==> src/rtl/islip_pkg.sv <==
// Shared iSLIP scheduler definitions: arbiter state encoding, pointer-width helper and the
// default port count / grant-timeout constants used by request evaluation and accept stages.
package islip_pkg;

    localparam int unsigned ISLIP_N              = 24;
    localparam int unsigned ISLIP_TIMEOUT_CYCLES = 16;

    typedef enum logic {
        StIdle = 1'b0,
        StWait = 1'b1
    } arb_state_e;

    function automatic int unsigned ptr_width(input int unsigned n);
        return (n > 1) ? $clog2(n) : 1;
    endfunction

endpackage

==> src/rtl/rr_select.sv <==
// Combinational round-robin selector: one-hot grant for the first request bit at or after
// the pointer, wrapping from N-1 back to 0. Shared by the grant and accept arbiters.
module rr_select
    import islip_pkg::*;
#(
    parameter  int unsigned N  = ISLIP_N,
    localparam int unsigned PW = ptr_width(N)
) (
    input  logic [N-1:0]  i_request,
    input  logic [PW-1:0] i_pointer,
    output logic [N-1:0]  o_grant,
    output logic          o_any
);

    logic [N-1:0] w_mask;
    logic [N-1:0] w_hi;

    always_comb begin
        w_mask = '0;
        for (int i = 0; i < int'(N); i++) begin
            w_mask[i] = (i >= int'(i_pointer));
        end
    end

    assign w_hi = i_request & w_mask;

    // x & -x isolates the lowest set bit; fall back to the unmasked vector to wrap around.
    always_comb begin
        if (|w_hi) begin
            o_grant = w_hi & (-w_hi);
        end else begin
            o_grant = i_request & (-i_request);
        end
    end

    assign o_any = |i_request;

endmodule

==> src/rtl/islip_grant_arbiter.sv <==
// iSLIP grant arbiter for one output port: registered one-hot grant held until accept/reject.
// Optional grant-hold timeout enabled by defining ISLIP_GRANT_TIMEOUT_EN.
module islip_grant_arbiter
    import islip_pkg::*;
#(
    parameter  int unsigned N              = ISLIP_N,
    parameter  int unsigned TIMEOUT_CYCLES = ISLIP_TIMEOUT_CYCLES,
    localparam int unsigned PW             = ptr_width(N)
) (
    input  logic          i_clk,
    input  logic          i_rst_n,
    input  logic [N-1:0]  i_request,
    input  logic          i_req_valid,
    input  logic          i_first_iter,
    input  logic          i_accept,
    input  logic          i_reject,
    output logic          o_ready,
    output logic [N-1:0]  o_grant,
    output logic          o_grant_valid,
    output logic [PW-1:0] o_pointer,
    output logic          o_timeout
);

    if (N < 2 || TIMEOUT_CYCLES == 0) begin : g_param_check
        $error("islip_grant_arbiter: N must be >= 2 and TIMEOUT_CYCLES >= 1");
    end

    arb_state_e    r_state, w_state_d;
    logic [N-1:0]  r_grant, w_grant_d, w_sel;
    logic          r_first, w_first_d;
    logic [PW-1:0] r_pointer, w_pointer_d;
    logic [PW-1:0] w_gidx, w_ptr_adv;
    logic          w_any;
    logic          w_expire;

    rr_select #(
        .N (N)
    ) u_rr_select (
        .i_request (i_request),
        .i_pointer (r_pointer),
        .o_grant   (w_sel),
        .o_any     (w_any)
    );

    // r_grant is one-hot, so OR-ing the indices of set bits yields the granted index.
    always_comb begin
        w_gidx = '0;
        for (int i = 0; i < int'(N); i++) begin
            if (r_grant[i]) begin
                w_gidx = w_gidx | PW'(i);
            end
        end
    end

    assign w_ptr_adv = (w_gidx == PW'(N - 1)) ? '0 : w_gidx + PW'(1);

    always_comb begin
        w_state_d   = r_state;
        w_grant_d   = r_grant;
        w_first_d   = r_first;
        w_pointer_d = r_pointer;
        unique case (r_state)
            StIdle: begin
                if (i_req_valid && w_any) begin
                    w_state_d = StWait;
                    w_grant_d = w_sel;
                    w_first_d = i_first_iter;
                end
            end
            StWait: begin
                if (i_accept) begin
                    w_state_d = StIdle;
                    w_grant_d = '0;
                    if (r_first) begin
                        w_pointer_d = w_ptr_adv;
                    end
                end else if (i_reject || w_expire) begin
                    w_state_d = StIdle;
                    w_grant_d = '0;
                end
            end
            default: begin
                w_state_d = StIdle;
                w_grant_d = '0;
            end
        endcase
    end

    always_ff @(posedge i_clk or negedge i_rst_n) begin
        if (!i_rst_n) begin
            r_state   <= StIdle;
            r_grant   <= '0;
            r_first   <= 1'b0;
            r_pointer <= '0;
        end else begin
            r_state   <= w_state_d;
            r_grant   <= w_grant_d;
            r_first   <= w_first_d;
            r_pointer <= w_pointer_d;
        end
    end

`ifdef ISLIP_GRANT_TIMEOUT_EN
    localparam int unsigned CW = $clog2(TIMEOUT_CYCLES + 1);

    logic [CW-1:0] r_wait_cnt;
    logic          r_timeout;

    // Held at zero while idle so every WAIT entry starts counting from zero.
    assign w_expire = (r_state == StWait) && (r_wait_cnt == CW'(TIMEOUT_CYCLES - 1));

    always_ff @(posedge i_clk or negedge i_rst_n) begin
        if (!i_rst_n) begin
            r_wait_cnt <= '0;
            r_timeout  <= 1'b0;
        end else begin
            r_timeout <= w_expire && !i_accept && !i_reject;
            if (r_state == StIdle) begin
                r_wait_cnt <= '0;
            end else begin
                r_wait_cnt <= r_wait_cnt + CW'(1);
            end
        end
    end

    assign o_timeout = r_timeout;
`else
    assign w_expire  = 1'b0;
    assign o_timeout = 1'b0;
`endif

    assign o_ready       = (r_state == StIdle);
    assign o_grant_valid = (r_state == StWait);
    assign o_grant       = r_grant;
    assign o_pointer     = r_pointer;

endmodule

==> config.mk <==
export PLATFORM = sky130hd
export DESIGN_NAME = islip_grant_arbiter
export DESIGN_NICKNAME = d
export VERILOG_FILES = /design/src/rtl/islip_pkg.sv /design/src/rtl/rr_select.sv /design/src/rtl/islip_grant_arbiter.sv
export SDC_FILE = /design/constraint.sdc
export NUM_CORES = 1
export LEC_CHECK = 0
export CAP_MARGIN = 0
export CELL_PAD_IN_SITES_DETAIL_PLACEMENT = 1
export CELL_PAD_IN_SITES_GLOBAL_PLACEMENT = 1
export CORE_UTILIZATION = 38
export CTS_BUF_LIST = sky130_fd_sc_hd__clkbuf_16
export DETAILED_ROUTE_END_ITERATION = 8
export GPL_TIMING_DRIVEN = 1
export PLACE_DENSITY = 0.92
export SYNTH_ARGS = -nofsm -noshare
export SYNTH_HDL_FRONTEND = slang
export SYNTH_SLANG_ARGS = --single-unit
==> constraint.sdc <==
create_clock -name i_clk -period 7.1 [get_ports i_clk]
set_input_delay 0.71 -clock i_clk [delete_from_list [all_inputs] [get_ports i_clk]]
set_output_delay 0.71 -clock i_clk [all_outputs]
set_load 0.03 [all_outputs]
* Yosys cells after proc, flatten, opt, wreduce, memory -nomap -nowiden
Cells that the tools add are included.
Storage, ports and cells: register bits after elaboration 31, logic and storage cells 77
Cells by class: equality and inequality tests 3, reductions and logical operators 6, add/subtract/negate cells 3, $lt $le $gt $ge 24, bitwise gates (word level) 4, multiplexer cells 33
Operators with widths (number):
- 2-to-1 mux 24 bit | 4
- AND 24 bit | 3
- negation 24 bit | 2
- one-hot mux 24 bit (2 select lines) | 1
- OR reduction 24 bit | 2
- 2-to-1 mux 5 bit | 9
- >= comparator 4 x 5 -> 1 bit, first input constant | 8
- >= comparator 5 bit, first input constant | 8
- 2-to-1 mux 4 bit | 8
- >= comparator 3 x 5 -> 1 bit, first input constant | 4
- 2-to-1 mux 3 bit | 4
- >= comparator 1 x 5 -> 1 bit, first input constant | 2
- >= comparator 2 x 5 -> 1 bit, first input constant | 2
- adder 5 x 1 -> 5 bit, second input constant | 1
- == test 5 bit, second input constant | 1
- 2-to-1 mux 1 bit | 4
- 2-to-1 mux 2 bit | 2
- AND reduction 2 bit | 2
- inequality test 3 bit, second input constant | 1
- AND reduction 3 bit | 1
- inequality test 2 x 1 -> 1 bit, second input constant | 1
- one-hot mux 1 bit (2 select lines) | 1
- logical AND 1 bit | 1
- NOT 1 bit | 1

* Depth between registers and ports, before layout
word-level depth 25, mapped depth 9, depth with buffers taken out 7

* Modules after synthesis
Synthesis repeated with hierarchy kept, for this count alone.
Unflattened totals: cell total of the unflattened synthesis 289, area, all modules 2466.1 um2
Modules (own cells, without submodules):
- islip_grant_arbiter | cells an instance 109, area each 1311.3 um2, times used 1, sequential area each 775.7 um2
- rr_select | cells an instance 180, area each 1154.9 um2, times used 1, sequential area each 0.0 um2

* Worst setup path before layout
Ideal clock, no wire load.
kind input to register, start point input port i_request[12], end point register r_grant[22], in the netlist o_grant[22], required time 6.978 ns, path buffers 0, stages on the path 7, library setup time 0.122 ns, data arrival time 2.670 ns, path slack 4.309 ns, path through or4_1 > or4_4 > o21ai_4 > nor4_2 > and2_4 > and3b_4 > a32o_1
Between the ends: cells in the longest elaborated chain, start to end 6, elaborated cells on any way between the ends 13, those cells by class 2 x add/sub; 1 x eq/ne; 3 x mux; 3 x bitwise; 4 x reduce/logical
RTL lines:
- start: declaration | RTL line islip_grant_arbiter.sv:12 | input logic [N-1:0] i_request,
- AND 24 bit | RTL line rr_select.sv:25 | assign w_hi = i_request & w_mask;
- negation 24 bit | RTL line rr_select.sv:30 | o_grant = w_hi & (-w_hi);
- AND 24 bit | RTL line rr_select.sv:30
- 2-to-1 mux 24 bit | RTL line rr_select.sv:29 | if (|w_hi) begin
- 2-to-1 mux 24 bit | RTL line islip_grant_arbiter.sv:64 | if (i_req_valid && w_any) begin
- one-hot mux 24 bit (2 select lines) | RTL line islip_grant_arbiter.sv:62 | unique case (r_state)
- end signal: assignment | RTL line islip_grant_arbiter.sv:97 | r_grant <= w_grant_d;
- end: declaration | RTL line islip_grant_arbiter.sv:29 | logic [N-1:0] r_grant, w_grant_d, w_sel;
Several ways; a longest one is shown, not always the timed one. The select of a mux whose other input is x is not followed. A chain may end at the register's enable or synchronous reset.

* Final worst setup path
start point input port i_request[12], end point register r_grant[3], in the netlist o_grant[3]
Between the ends: cells in the longest elaborated chain, start to end 5, elaborated cells on any way between the ends 9, those cells by class 1 x eq/ne; 3 x mux; 1 x bitwise; 4 x reduce/logical
RTL lines (RTL line):
- AND 24 bit | rr_select.sv:25
- OR reduction 24 bit | rr_select.sv:29
- 2-to-1 mux 24 bit | rr_select.sv:29
- 2-to-1 mux 24 bit | islip_grant_arbiter.sv:64
- one-hot mux 24 bit (2 select lines) | islip_grant_arbiter.sv:62
Several ways; a longest one is shown, not always the timed one. The select of a mux whose other input is x is not followed.

==> flow_metrics.env <==
export IMPL_yosys_cell_types_count=62
export IMPL_layout_setup_ws_ns=3.37
export IMPL_gp_congestion=0.963
export IMPL_worstPathMaxFanout=24
export IMPL_setup_viol=0
export IMPL_regToRegSetupSlack_ns=3.74
export IMPL_slowest_stage="nor2_2"
export IMPL_period_needed_ns=3.73
export IMPL_initial_core_util_pct=39.9
export IMPL_tritoncts="yes"
export IMPL_die_h_um=78.8
export IMPL_fin_crit_sh_pct=52.6
export IMPL_postCtsSetupBuffers=0
export IMPL_drtAntennaViolNets=0
export IMPL_grt_first_pass_wirelength_um=13600
export IMPL_holdPathEnd="r_first$_DFFE_PN0P_"
export IMPL_routed_wl_um=8200
export IMPL_n_antenna_cell=0
export IMPL_hp_start="r_first$_DFFE_PN0P_"
export IMPL_cap_violations=0
export IMPL_fill_cells=706
export IMPL_dp_hpwl_um=5930
export IMPL_worst_path_largest_cell_delay_ns=0.85
export IMPL_yosysSeqAreaShare_pct=34.7
export IMPL_overflow=0
export IMPL_hp_class="reg2reg"
export IMPL_grt_pass1_vias=2635
export IMPL_syn_nets=304
export IMPL_power_leakage_nw=1.22
export IMPL_peakVddDrop_mv=0.180
export IMPL_synth_seq_cells=31
export IMPL_antenna_found_initial=0
export IMPL_clock_fmax_mhz=268
export IMPL_wl_per_cell_um=20.3
export IMPL_synthCells=273
export IMPL_worst_ep_arrival_time_ns=3.95
export IMPL_grt_max_degree=32
export IMPL_yosys_most_used_dff="dfrtp_1"
export IMPL_reg2reg_depth=7
export IMPL_vias=2524
export IMPL_fin_util_pct=54.5
export IMPL_fp_dieArea_sq_um=6200
export IMPL_skew_ns=0.00456
export IMPL_clk_latency_ns=0.28
export IMPL_power_density_nw_per_um2=286
export IMPL_fin_setup_tns_ns=0
export IMPL_drtIter0Drc=284
export IMPL_required_ns=7.31
export IMPL_critPathKind="in2reg"
export IMPL_outcome="finished, final reports clean"
export IMPL_cts_buffer_depth=2
export IMPL_ios=62
export IMPL_clock_sinks=31
export IMPL_core_area_sq_um=5610
export IMPL_area_growth_pct=36.4
export IMPL_rsz0062_at_grt="no"
export IMPL_end_kind="flop"
export IMPL_avgSynthCellArea_sq_um=8.20
export IMPL_drive_gt1_share_pct=6.63
export IMPL_numCtsBuffers=5
export IMPL_r2r_start="o_pointer[3]$_DFFE_PN0P_"
export IMPL_place_ws_ns=3.18
export IMPL_async_reset_ff_share_pct=100
export IMPL_ys_warn_count=0
export IMPL_worst_pin_slew_ns=1.05
export IMPL_slew_headroom_pct=30.2
export IMPL_slew_viol_final=0
export IMPL_rows=27
export IMPL_synth_area_sq_um=2240
export IMPL_path_clk_slew_ns=0.05
export IMPL_cts_resized_gates=0
export IMPL_route_detailed_drc=0
export IMPL_cts_hold_fix_buffers=0
export IMPL_h_tree_depth=2
export IMPL_synth_edf_count=0
export IMPL_cts_root_buf="clkbuf_16"
export IMPL_hold_viol=0
export IMPL_path_cells="clkdlybuf4s50_1 > or4_1 > or4_4 > o21a_1 > nor2_2 > nand2_1 > o21ai_0 > a41o_1"
export IMPL_rr_endpoint="o_grant[12]$_DFFE_PN0P_"
export IMPL_viasPerCell=6.25
export IMPL_power_mw=0.873
export IMPL_dr_pass1_iters=4
export IMPL_min_path_cells=2
export IMPL_crit_path_start_kind="primary input"
export IMPL_fp_dieW_um=78.8
export IMPL_multiInputGateArea_sq_um=1380
export IMPL_final_nets=362
export IMPL_io_buffers=60
export IMPL_seq_area_sq_um=776
export IMPL_grt_usage_pct=28.6
[power by group]
part / switching, mW / total, mW / internal (mW)
Clock: 0.0774 / 0.241 / 0.163
Combinational: 0.211 / 0.351 / 0.140
Sequential: 0.0797 / 0.282 / 0.202
[layer usage]
metal  part of all wire (%)  vias up  track usage (%)  wire (um)
li1                       -     1163                -          -
met1                     42     1227             36.6       3440
met2                     48      117             46.7       3920
met3                    7.7       17             5.06        633
met4                    2.5        0             13.3        204
met5                      0        -                0          0
[worst max path at each step]
stage             startpoint                      end  slack (ns)  cells after the start
2_1_floorplan  i_request[12]  o_grant[22]$_DFFE_PN0P_        4.31                      7
4_1_cts        i_request[12]   o_grant[3]$_DFFE_PN0P_        3.41                      8
3_3_place_gp   i_request[12]   o_grant[3]$_DFFE_PN0P_        3.30                      8
5_1_grt        i_request[12]   o_grant[3]$_DFFE_PN0P_        3.17                      8
6_report       i_request[12]   o_grant[3]$_DFFE_PN0P_        3.37                      8
3_5_place_dp   i_request[12]   o_grant[3]$_DFFE_PN0P_        3.18                      8
[cell families (layout without fill, tap and decap cells)]
family / count (synthesis) / after routing / share of synthesized area, %
flip-flops: 31 / 31 / 34.7
AO/OA/AOI/OAI: 79 / 79 / 26.0
AND/OR/NAND/NOR: 140 / 140 / 33.9
multiplexers: 1 / 1 / 0.503
adder cells (fa/ha/maj): 1 / 1 / 0.559
XOR/XNOR: 1 / 1 / 0.391
other: 1 / 1 / 0.168
buffers and inverters: 19 / 78 / 3.75
[state kept, by name, indices dropped and copies added (netlist names)]
register and flops:
o_grant 24, o_pointer 5, o_grant_valid 1, r_first 1
[through the flow]
stage / area (sq um) / hold slack [ns] / instances
2_1_floorplan: 2240 / 0.414 / 273
3_3_place_gp: 2890 / 0.465 / 396
3_5_place_dp: 2890 / 0.469 / 396
4_1_cts: 3050 / 0.481 / 404
5_1_grt: 3050 / 0.515 / 404
6_report: 3050 / 0.480 / 404
[Yosys cell counts, types with 5 or more instances]
cell      count  share of area (%)
inv_1         8                1.3
a32o_1        5                2.2
nand2_1      41                6.9
nor3b_1       5                1.7
clkbuf_1      5               0.84
nor3_1       11                2.5
nor2_1       20                3.4
o21ai_0      15                3.4
nor4_1        9                2.5
a21oi_1       9                2.0
nand3_1       9                2.0
o211ai_1      5                1.7
nand2b_1      8                2.2
nand4_1       8                2.2
nand3b_1      6                2.0
dfrtp_1      31                 35
[area by class of cell]
class,count,share of cell area (%)
Clock buffer,5,4.10
Clock inverter,3,1.27
Inverter,8,0.983
Multi-Input combinational cell,223,45.1
Sequential cell,31,25.4
Tap cell,72,2.95
Timing Repair Buffer,62,20.2
[worst max-delay path: cells and delay by family]
family | cells | cell delay, ns
AOI/OAI and AO/OA | 3 | 0.56
buffers and inverters | 1 | 0.48
and+or+nand+nor | 4 | 2.19
[placed cells by master (no fill, tap or decap), types with 4 or more instances in the layout]
cell type / netlist / routed
clkdlybuf4s50_1: 0 / 60
nand2_1: 41 / 41
dfrtp_1: 31 / 31
nor2_1: 20 / 20
o21ai_0: 15 / 15
nor3_1: 11 / 11
nor4_1: 9 / 9
a21oi_1: 9 / 9
nand3_1: 9 / 9
inv_1: 8 / 8
nand4_1: 8 / 8
nand2b_1: 8 / 8
nand3b_1: 6 / 6
nor3b_1: 5 / 5
o211ai_1: 5 / 5
a32o_1: 5 / 5
clkbuf_16: 0 / 5
or4_1: 4 / 4
a21o_1: 4 / 4
o21ai_1: 4 / 4
(Power assumes the default switching activity.)
